--- config.mk ---
export PLATFORM = sky130hd
export DESIGN_NAME = barrel_divider
export DESIGN_NICKNAME = d
export VERILOG_FILES = /design/src/rtl/barrel_divider_pkg.sv /design/src/rtl/barrel_divider_stage.sv /design/src/rtl/barrel_divider.sv
export SDC_FILE = /design/constraint.sdc
export NUM_CORES = 1
export LEC_CHECK = 0
export CAP_MARGIN = 20
export CELL_PAD_IN_SITES_DETAIL_PLACEMENT = 1
export CELL_PAD_IN_SITES_GLOBAL_PLACEMENT = 1
export CORE_MARGIN = 2
export CORE_UTILIZATION = 29
export DETAILED_ROUTE_END_ITERATION = 7
export PLACE_DENSITY_LB_ADDON = 0.1
export SETUP_SLACK_MARGIN = 0.15
export SLEW_MARGIN = 20
export SYNTH_ARGS = -nofsm -noshare
export SYNTH_HDL_FRONTEND = slang
export SYNTH_SLANG_ARGS = --single-unit
--- constraint.sdc ---
create_clock -name clk -period 0.8 [get_ports clk]
set_clock_uncertainty 0.1 [all_clocks]
set_input_delay 0.16 -clock clk [delete_from_list [all_inputs] [get_ports clk]]
set_output_delay 0.16 -clock clk [all_outputs]
set_load 0.02 [all_outputs]
--- src/rtl/barrel_divider_pkg.sv ---
// Shared constants for the barrel divider: default widths and the barrel stage count.
// Stage count is clog2 of the data width: one stage per shift_n bit that can move data.
package barrel_divider_pkg;

    localparam int DEFAULT_WIDTH   = 8;
    localparam int DEFAULT_SHIFT_W = 4;
    localparam int STAGE_COUNT     = $clog2(DEFAULT_WIDTH);

    // Stages needed for an arbitrary width; used when WIDTH is overridden.
    function automatic int stage_count(input int width);
        return $clog2(width);
    endfunction

endpackage

--- src/rtl/barrel_divider_stage.sv ---
// One barrel stage: arithmetic right shift by a fixed amount S when enabled,
// otherwise pass the data through unchanged.
module barrel_shift_stage #(
    parameter int WIDTH = 8,
    parameter int S     = 1
) (
    input  logic [WIDTH-1:0] data_i,
    input  logic             en,
    output logic [WIDTH-1:0] data_o
);

    logic [WIDTH-1:0] shifted;

    assign shifted = WIDTH'($signed(data_i) >>> S);
    assign data_o  = en ? shifted : data_i;

endmodule

--- src/rtl/barrel_divider.sv ---
// Signed divide by 2^n (floor): log2 barrel of arithmetic shift stages,
// a saturation mux for n >= WIDTH, and a single output register.
module barrel_divider
    import barrel_divider_pkg::*;
#(
    parameter int WIDTH   = DEFAULT_WIDTH,
    parameter int SHIFT_W = DEFAULT_SHIFT_W
) (
    input  logic               clk,
    input  logic               rst_n,
    input  logic [WIDTH-1:0]   x,
    input  logic [SHIFT_W-1:0] shift_n,
    output logic [WIDTH-1:0]   y
);

    localparam int STAGES = stage_count(WIDTH);
    localparam logic [SHIFT_W-1:0] WIDTH_N = SHIFT_W'(WIDTH);

    logic [WIDTH-1:0] stage_data [0:STAGES];
    logic             saturate;
    logic [WIDTH-1:0] y_d;
    logic [WIDTH-1:0] y_q;

    assign stage_data[0] = x;

    generate
        for (genvar gi = 0; gi < STAGES; gi++) begin : g_stage
            barrel_shift_stage #(
                .WIDTH (WIDTH),
                .S     (1 << gi)
            ) u_stage (
                .data_i (stage_data[gi]),
                .en     (shift_n[gi]),
                .data_o (stage_data[gi+1])
            );
        end
    endgenerate

    // Any count at or beyond the width leaves only sign bits, including
    // counts carried solely in shift_n bits above the barrel stages.
    assign saturate = (shift_n >= WIDTH_N);

    always_comb begin
        y_d = stage_data[STAGES];
        if (saturate) begin
            y_d = {WIDTH{x[WIDTH-1]}};
        end
    end

    always_ff @(posedge clk or negedge rst_n) begin
        if (!rst_n) begin
            y_q <= '0;
        end else begin
            y_q <= y_d;
        end
    end

    assign y = y_q;

endmodule

==> flow_summary.json <==
{
  "num-fill-cells": 178,
  "syn_avg_cell_area_um2": 9.78,
  "synth_area_um2": 528,
  "worst_pin_slew_ps": 266,
  "drtAntennaViolNets": 0,
  "synth_area_leaders": "dfrtp_1, mux2_2, mux2i_1",
  "slew_headroom_pct": 82.1,
  "numCtsBuffers": 3,
  "cts.sinks": 8,
  "max_freq_mhz": 968,
  "synth_ff_type": "dfrtp_1",
  "hpwlAfterDp_um": 1210,
  "path_max_fanout": 5,
  "crit_type": "in -> reg",
  "cpPeakStageDelay_ps": 350,
  "period_share_pct": 129,
  "setup_ws_ps": -233,
  "port_buffers": 21,
  "cp-end-kind": "flop",
  "ys_types": 24,
  "synth_warnings": 0,
  "slowest_stage": "mux2_4",
  "leakage_nw": 0.531,
  "design.core.area_um2": 1730,
  "ios": 22,
  "synth_edf_count": 0,
  "first_pass_iters": 4,
  "yosys.area.top_type_share_pct": 37.9,
  "critPathLaunchType": "primary input",
  "crit_top_cell": "buf_6",
  "crit_chain": "buf_6 -> buf_6 -> mux2_4 -> nor3b_4 -> o41ai_2",
  "placed_cell_area_um2": 848,
  "via_per_inst": 5.29,
  "grt_pass1_vias": 666,
  "violations": "setup timing",
  "powerDensity_nw_per_um2": 1180,
  "yosysMostFrequentCell": "dfrtp_1",
  "rows": 15,
  "cts_tree": "yes",
  "yosys.area.top_type": "dfrtp_1",
  "antenna_found_initial": 0,
  "hp-class": "in -> async",
  "synthCells": 54,
  "place_congestion": 0.778,
  "post-place-ws_ps": -882,
  "drv_slew": 0,
  "required_ps": 820,
  "overflow": 0,
  "vias": 635,
  "diodes": 0,
  "cts_max_level": 1,
  "seq_area_frac_synth_pct": 37.9,
  "ys_ff_latch": 8,
  "die_width_um": 46.7,
  "cap_violations": 0,
  "synthArstFlopShare_pct": 100,
  "outcome": "finished, violations left",
  "hold_viol": 0,
  "cts.reportedPaths.clkPinSlew_ps": 50,
  "drc": 0,
  "fp.dieH_um": 46.7,
  "syn_to_final_growth_pct": 126,
  "finalInstanceArea_um2": 1190,
  "grt_pass1_wl_um": 3460,
  "rsz0062_at_grt": "yes",
  "start_util_pct": 30.6,
  "clockBufferDepth": 2,
  "grt.total_usage_pct": 24.8,
  "synth_common_cells": "dfrtp_1, nor2_1, mux2_2, mux2i_1",
  "grt_max_degree": 9,
  "finalSetupTns_ps": -2740,
  "wl_um": 2560,
  "worstPathArrival_ps": 1060,
  "drt_iter0_drc": 6,
  "setup-violations-final": 15,
  "ir_worst_vdd_mv": 0.640,
  "syn-num-nets": 68,
  "fin_crit_ps": 1030,
  "drive_gt1_share_pct": 68.4,
  "die_area_um2": 2180,
  "root_buffer": "clkbuf_4",
  "largest_register_ffs": 8,
  "routedWlPerCell_um": 21.3,
  "nNetsFinal": 111
}
## through the flow
| stage | util [%] | power [mW] | cells | hold WS [ps] |
|---|---|---|---|---|
| global placement | 49.1 | 0.862 | 108 | 358 |
| finish | 69.0 | 1.40 | 120 | 125 |
| global route | 69.0 | 1.47 | 120 | 108 |
| detailed placement | 49.1 | 0.867 | 108 | 361 |
| CTS | 64.7 | 1.32 | 118 | 104 |
| floorplan | - | 0.653 | 54 | -236 |
## kinds of logic after synthesis
kind of cell | Yosys count | synth area share [%]
simple gates | 16 | 15.6
compound gates | 14 | 19.2
mux | 9 | 19.0
flops | 8 | 37.9
buf+inv | 7 | 8.29
## final timing paths
| path | endpoint | cells past startpoint | startpoint | slack [ps] |
|---|---|---|---|---|
| min in group clk | y[6] | 3 | shift_n[2] | 180 |
| worst min-delay path | y[0] | 2 | rst_n | 120 |
| worst max-delay path | y[0] | 5 | shift_n[1] | -230 |
| max in group asynchronous | y[4] | 2 | rst_n | 350 |
## where the power goes
part	internal (mW)	switching [mW]
clock network	0.172	0.139
logic	0.339	0.297
registers	0.439	0.0169
total	0.950	0.453
## placed cells by master (no fill, tap or decap), types with 2 or more instances in the layout
cell / netlist / layout
a21oi_1: 3 / 2
mux2_4: 1 / 5
buf_4: 0 / 12
inv_1: 2 / 2
clkbuf_4: 0 / 3
o21ai_1: 0 / 2
nor2_4: 0 / 3
nor4_4: 0 / 2
buf_2: 2 / 2
buf_6: 2 / 17
buf_8: 0 / 2
clkdlybuf4s15_1: 0 / 2
nand2_1: 3 / 3
clkdlybuf4s15_2: 0 / 3
dfrtp_1: 8 / 8
mux2i_1: 4 / 2
## worst max-delay path: cells and delay by family
family	cells	cell delay, ps
and+or+nand+nor	1	220
buffers and inverters	2	230
AOI/OAI and AO/OA	1	100
muxes	1	350
## what timing repair did
action | CTS | global route
buffers inserted | 4 | 2
endpoints found under the setup margin | 16 | 15
pin swaps | 12 | 6
resized for setup | 127 | 15
gates cloned | 3 | 0
hold buffers | 0 | 0
## routing by layer
layer	up-vias	global-route usage [%]	wire (um)
li1	285	-	-
met1	312	29.6	1000
met2	32	38.1	1320
met3	6	9.80	170
met4	0	13.3	64
met5	-	0	0
## area by class of cell
cell class	instances	area, um2	share of cell area (%)
Tap cell	25	31.3	2.63
Sequential cell	8	200	16.8
Clock buffer	3	22.5	1.89
Multi-Input combinational cell	39	478	40.1
Inverter	2	7.51	0.630
Timing Repair Buffer	43	452	37.9
No activity file was read; power rests on OpenSTA's default activity.
==> RTL edit 1: new RTL, same flow settings <==
The package constant `DEFAULT_SHIFT_W` goes from 4 to 6.
--- a/src/rtl/barrel_divider_pkg.sv
+++ b/src/rtl/barrel_divider_pkg.sv
@@ -5,3 +5,3 @@
     localparam int DEFAULT_WIDTH   = 8;
-    localparam int DEFAULT_SHIFT_W = 4;
+    localparam int DEFAULT_SHIFT_W = 6;
     localparam int STAGE_COUNT     = $clog2(DEFAULT_WIDTH);
Ports: changed (resized shift_n); port bits go from 22 to 24. No check against the original RTL was run, so the function may have changed too.
==> RTL edit 1 against the unedited design <==
The run still ends with negative setup slack left. Sequential cell count unchanged. Clock power shrank 10%. Design area shrank 9.0%. Critical endpoint is now y[6]$_DFF_PN0_. Routed wire length is 35% lower. Combinational power fell by 22%. Die area up 4.1%. Setup slack worse by 220 ps. Synthesized area grew 4.5%. Total power down 13%.
==> RTL edit 1: results (changes against the unedited design) <==
Synthesized Nets 69 (+1.5%); Fill cells 195 (+9.6%); Final HPWL DP 1283 µm (+6.2%); vias 579 (-8.8%); placed cells 113 (+4.6%); global-route wire length before repair 2504 µm (-28%); max layer used met3; violated checks negative setup slack; Synth area leaders dfrtp_1, mux2_2, mux4_2; switching share of power 0.2746 (-0.04805); largest net degree at the start of global routing 11 (+2); Detailed Route Iter0 Violations 2 (-4); met2 global-route usage 0.2973 (-0.08326); count of cell types in the netlist 25 (+4.2%); WL met3 63 µm (-63%); post-synthesis mux area share 0.2018 (+0.01224); Final setup viols 15 (unchanged); WL met1 697 µm (-31%); Worst VDD drop 0.0004349 V (-32%); status finished with violations; fin worst setup slack -449.5 ps (-216.1 ps); vias in the first global route 576 (-14%); M1 GR Usage 0.1831 (-0.1127); Final TNS setup -3775 ps (-1040 ps); Leakage 0.4815 nW (-9.3%); met2 wire length 912 µm (-31%); Synth Area in Compound Gates 0.1882 (-0.003735); Syn Area/Cell 10.41 µm² (+6.5%); share of layout cells above drive strength 1 0.6882 (+0.003962); WP data arrival 1270 ps (+210 ps); global-route met3 utilization 0.01132 (-0.08672)
-- RTL edit 1: cell count changes in the layout (fill, tap and decap cells not counted), sizes merged, moves of 2 or more --
cell,unedited run,this run
o22ai,0,2
clkdlybuf4s15,5,0
mux4,0,2
nor3b,2,0
nand2b,0,4
a21oi,3,5
mux2i,4,1
buf,34,38
nor3,1,3
nor4,2,0
nor2,5,0
o21ai,3,5
-- RTL edit 1: final cells by class --
class	count	area, µm²	area share
clock buffer	3	22.52	0.02079
sequential	8	200.2	0.1848
timing repair buffer	41	407.9	0.3764
inverter	1	3.754	0.003464
multi-input combinational	40	417.9	0.3857
tap	25	31.28	0.02887
-- RTL edit 1: metrics by stage --
stage          instance area [µm²]  power [W]  worst slack [ps]
2_1_floorplan                583.1  0.0006302            -655.0
3_3_place_gp                 932.1  0.0008551             -1009
3_5_place_dp                 932.1  0.0008654             -1031
4_1_cts                       1010   0.001194            -478.6
5_1_grt                       1084   0.001282            -465.7
6_report                      1084   0.001222            -449.5
-- RTL edit 1: what timing repair did --
item                       4_1_cts  5_1_grt
resized for setup              118       13
setup buffers                    2        0
pin swaps                        9        5
setup endpoints to repair       16       15
-- RTL edit 1: worst min path at each step --
stage | from | cells after the start | slack (ps) | to
after CTS | rst_n | 2 | 130 | y[3]$_DFF_PN0_
after detailed placement | rst_n | 2 | 400 | y[3]$_DFF_PN0_
after floorplan | rst_n | 0 | -240 | y[0]$_DFF_PN0_
final | rst_n | 2 | 140 | y[3]$_DFF_PN0_
after global placement | rst_n | 2 | 390 | y[3]$_DFF_PN0_
after global routing | rst_n | 2 | 140 | y[3]$_DFF_PN0_
-- RTL edit 1: worst max-delay path, stage by stage --
cell	delay [ps]
buf_6	90
or4_4	560
nor3_4	150
mux2_4	310
==> RTL edit 2: new RTL, same flow settings <==
Made on the original files. Register the inputs `x` and `shift_n` before use, with the module's reset. The logic sees them one clock later.
--- a/src/rtl/barrel_divider.sv
+++ b/src/rtl/barrel_divider.sv
@@ -18,2 +18,15 @@
 
+    logic [WIDTH-1:0] x_q;
+    logic [SHIFT_W-1:0] shift_n_q;
+
+    always_ff @(posedge clk or negedge rst_n) begin
+        if (!rst_n) begin
+            x_q       <= '0;
+            shift_n_q <= '0;
+        end else begin
+            x_q       <= x;
+            shift_n_q <= shift_n;
+        end
+    end
+
     logic [WIDTH-1:0] stage_data [0:STAGES];
@@ -23,3 +36,3 @@
 
-    assign stage_data[0] = x;
+    assign stage_data[0] = x_q;
 
@@ -32,3 +45,3 @@
                 .data_i (stage_data[gi]),
-                .en     (shift_n[gi]),
+                .en     (shift_n_q[gi]),
                 .data_o (stage_data[gi+1])
@@ -40,3 +53,3 @@
     // counts carried solely in shift_n bits above the barrel stages.
-    assign saturate = (shift_n >= WIDTH_N);
+    assign saturate = (shift_n_q >= WIDTH_N);
 
@@ -45,3 +58,3 @@
         if (saturate) begin
-            y_d = {WIDTH{x[WIDTH-1]}};
+            y_d = {WIDTH{x_q[WIDTH-1]}};
         end
Function: changed (Yosys sat finds a counterexample within 4 cycles, from zero or initial values and one cycle with rst_n low).
==> RTL edit 2 against the unedited design <==
The flow still finishes with violations (negative setup slack). Total power rose by 44%. Clock power increased by 50%. Routed wire length is 27% lower. Count of clock-buffer cells in the layout unchanged. Synthesized area up 57%. Sequential cell count up 12. Setup slack lost 370 ps. Design area rose by 4.8%. Highest routed layer unchanged.
==> RTL edit 2: results (changes against the unedited design) <==
global-route wire length before repair 2980 µm (-14%); fin worst setup slack -599.1 ps (-365.8 ps); vias in the first global route 637 (-4.4%); global-route met3 utilization 0.02041 (-0.07763); WHS 96.90 ps (-28.01 ps); Synth Area in Compound Gates 0.1224 (-0.06959); First-pass DRT Iterations 3 (-1); Final setup viols 15 (unchanged); Cell Count, Final, Fillers Out 130 (+8.3%); Clock transition at path regs 110 ps (+60 ps); violated checks negative setup slack; CP max FO 6 (+1); Final TNS setup -5762 ps (-3027 ps); total track usage 0.1193 (-0.1291); vias 626 (-1.4%); status finished with violations; Synthesized Nets 80 (+18%); WL met3 82 µm (-52%); Cells after Synth 66 (+22%); Nets 115 (+3.6%); post-synthesis mux area share 0.1208 (-0.06873); Post-DP Area 1161 µm² (+37%); Wirelength per Cell 14.30 µm (-33%); M1 GR Usage 0.1586 (-0.1372); met2 global-route usage 0.1867 (-0.1939); CP max stage delay 420 ps (+70 ps); Leakage 0.5493 nW (+3.4%); gpl congestion 0.7603 (-2.2%); Detailed Route Iter0 Violations 4 (-2); largest net degree at the start of global routing 21 (+12); dpl ws -645.7 ps (+236.1 ps); Worst-Margin Slew 376.6 ps (+110.6 ps); post-CTS setup buffers 0 (-4); WL met1 868 µm (-14%); Post-synth top cells dfrtp_1, nor2_1, mux2_2, mux2i_1; CP max stage cell dfrtp_2
-- RTL edit 2: cell count changes after synthesis, sizes merged --
cell   change
dfrtp     +12
-- RTL edit 2: worst max path at each step --
stage / endpoint / depth (start not counted) / slack, ps
floorplan: y[4]$_DFF_PN0_ / 4 / -510
global placement: y[2]$_DFF_PN0_ / 3 / -630
detailed placement: y[0]$_DFF_PN0_ / 3 / -650
CTS: y[0]$_DFF_PN0_ / 3 / -580
global route: y[4]$_DFF_PN0_ / 4 / -630
finish: y[4]$_DFF_PN0_ / 4 / -600
-- RTL edit 2: cell type report --
type                            instances  area, µm²
Clock buffer                            3      22.52
Fill cell                             289       1485
Tap cell                               31      38.79
Inverter                                2      7.507
Multi-Input combinational cell         39      329.1
Timing Repair Buffer                   35      346.6
Sequential cell                        20      504.2
-- RTL edit 2: power by group --
part | switching (W) | internal, W
logic | 0.000186 | 0.000247
registers | 0.0000450 | 0.00108
clock network | 0.000293 | 0.000175
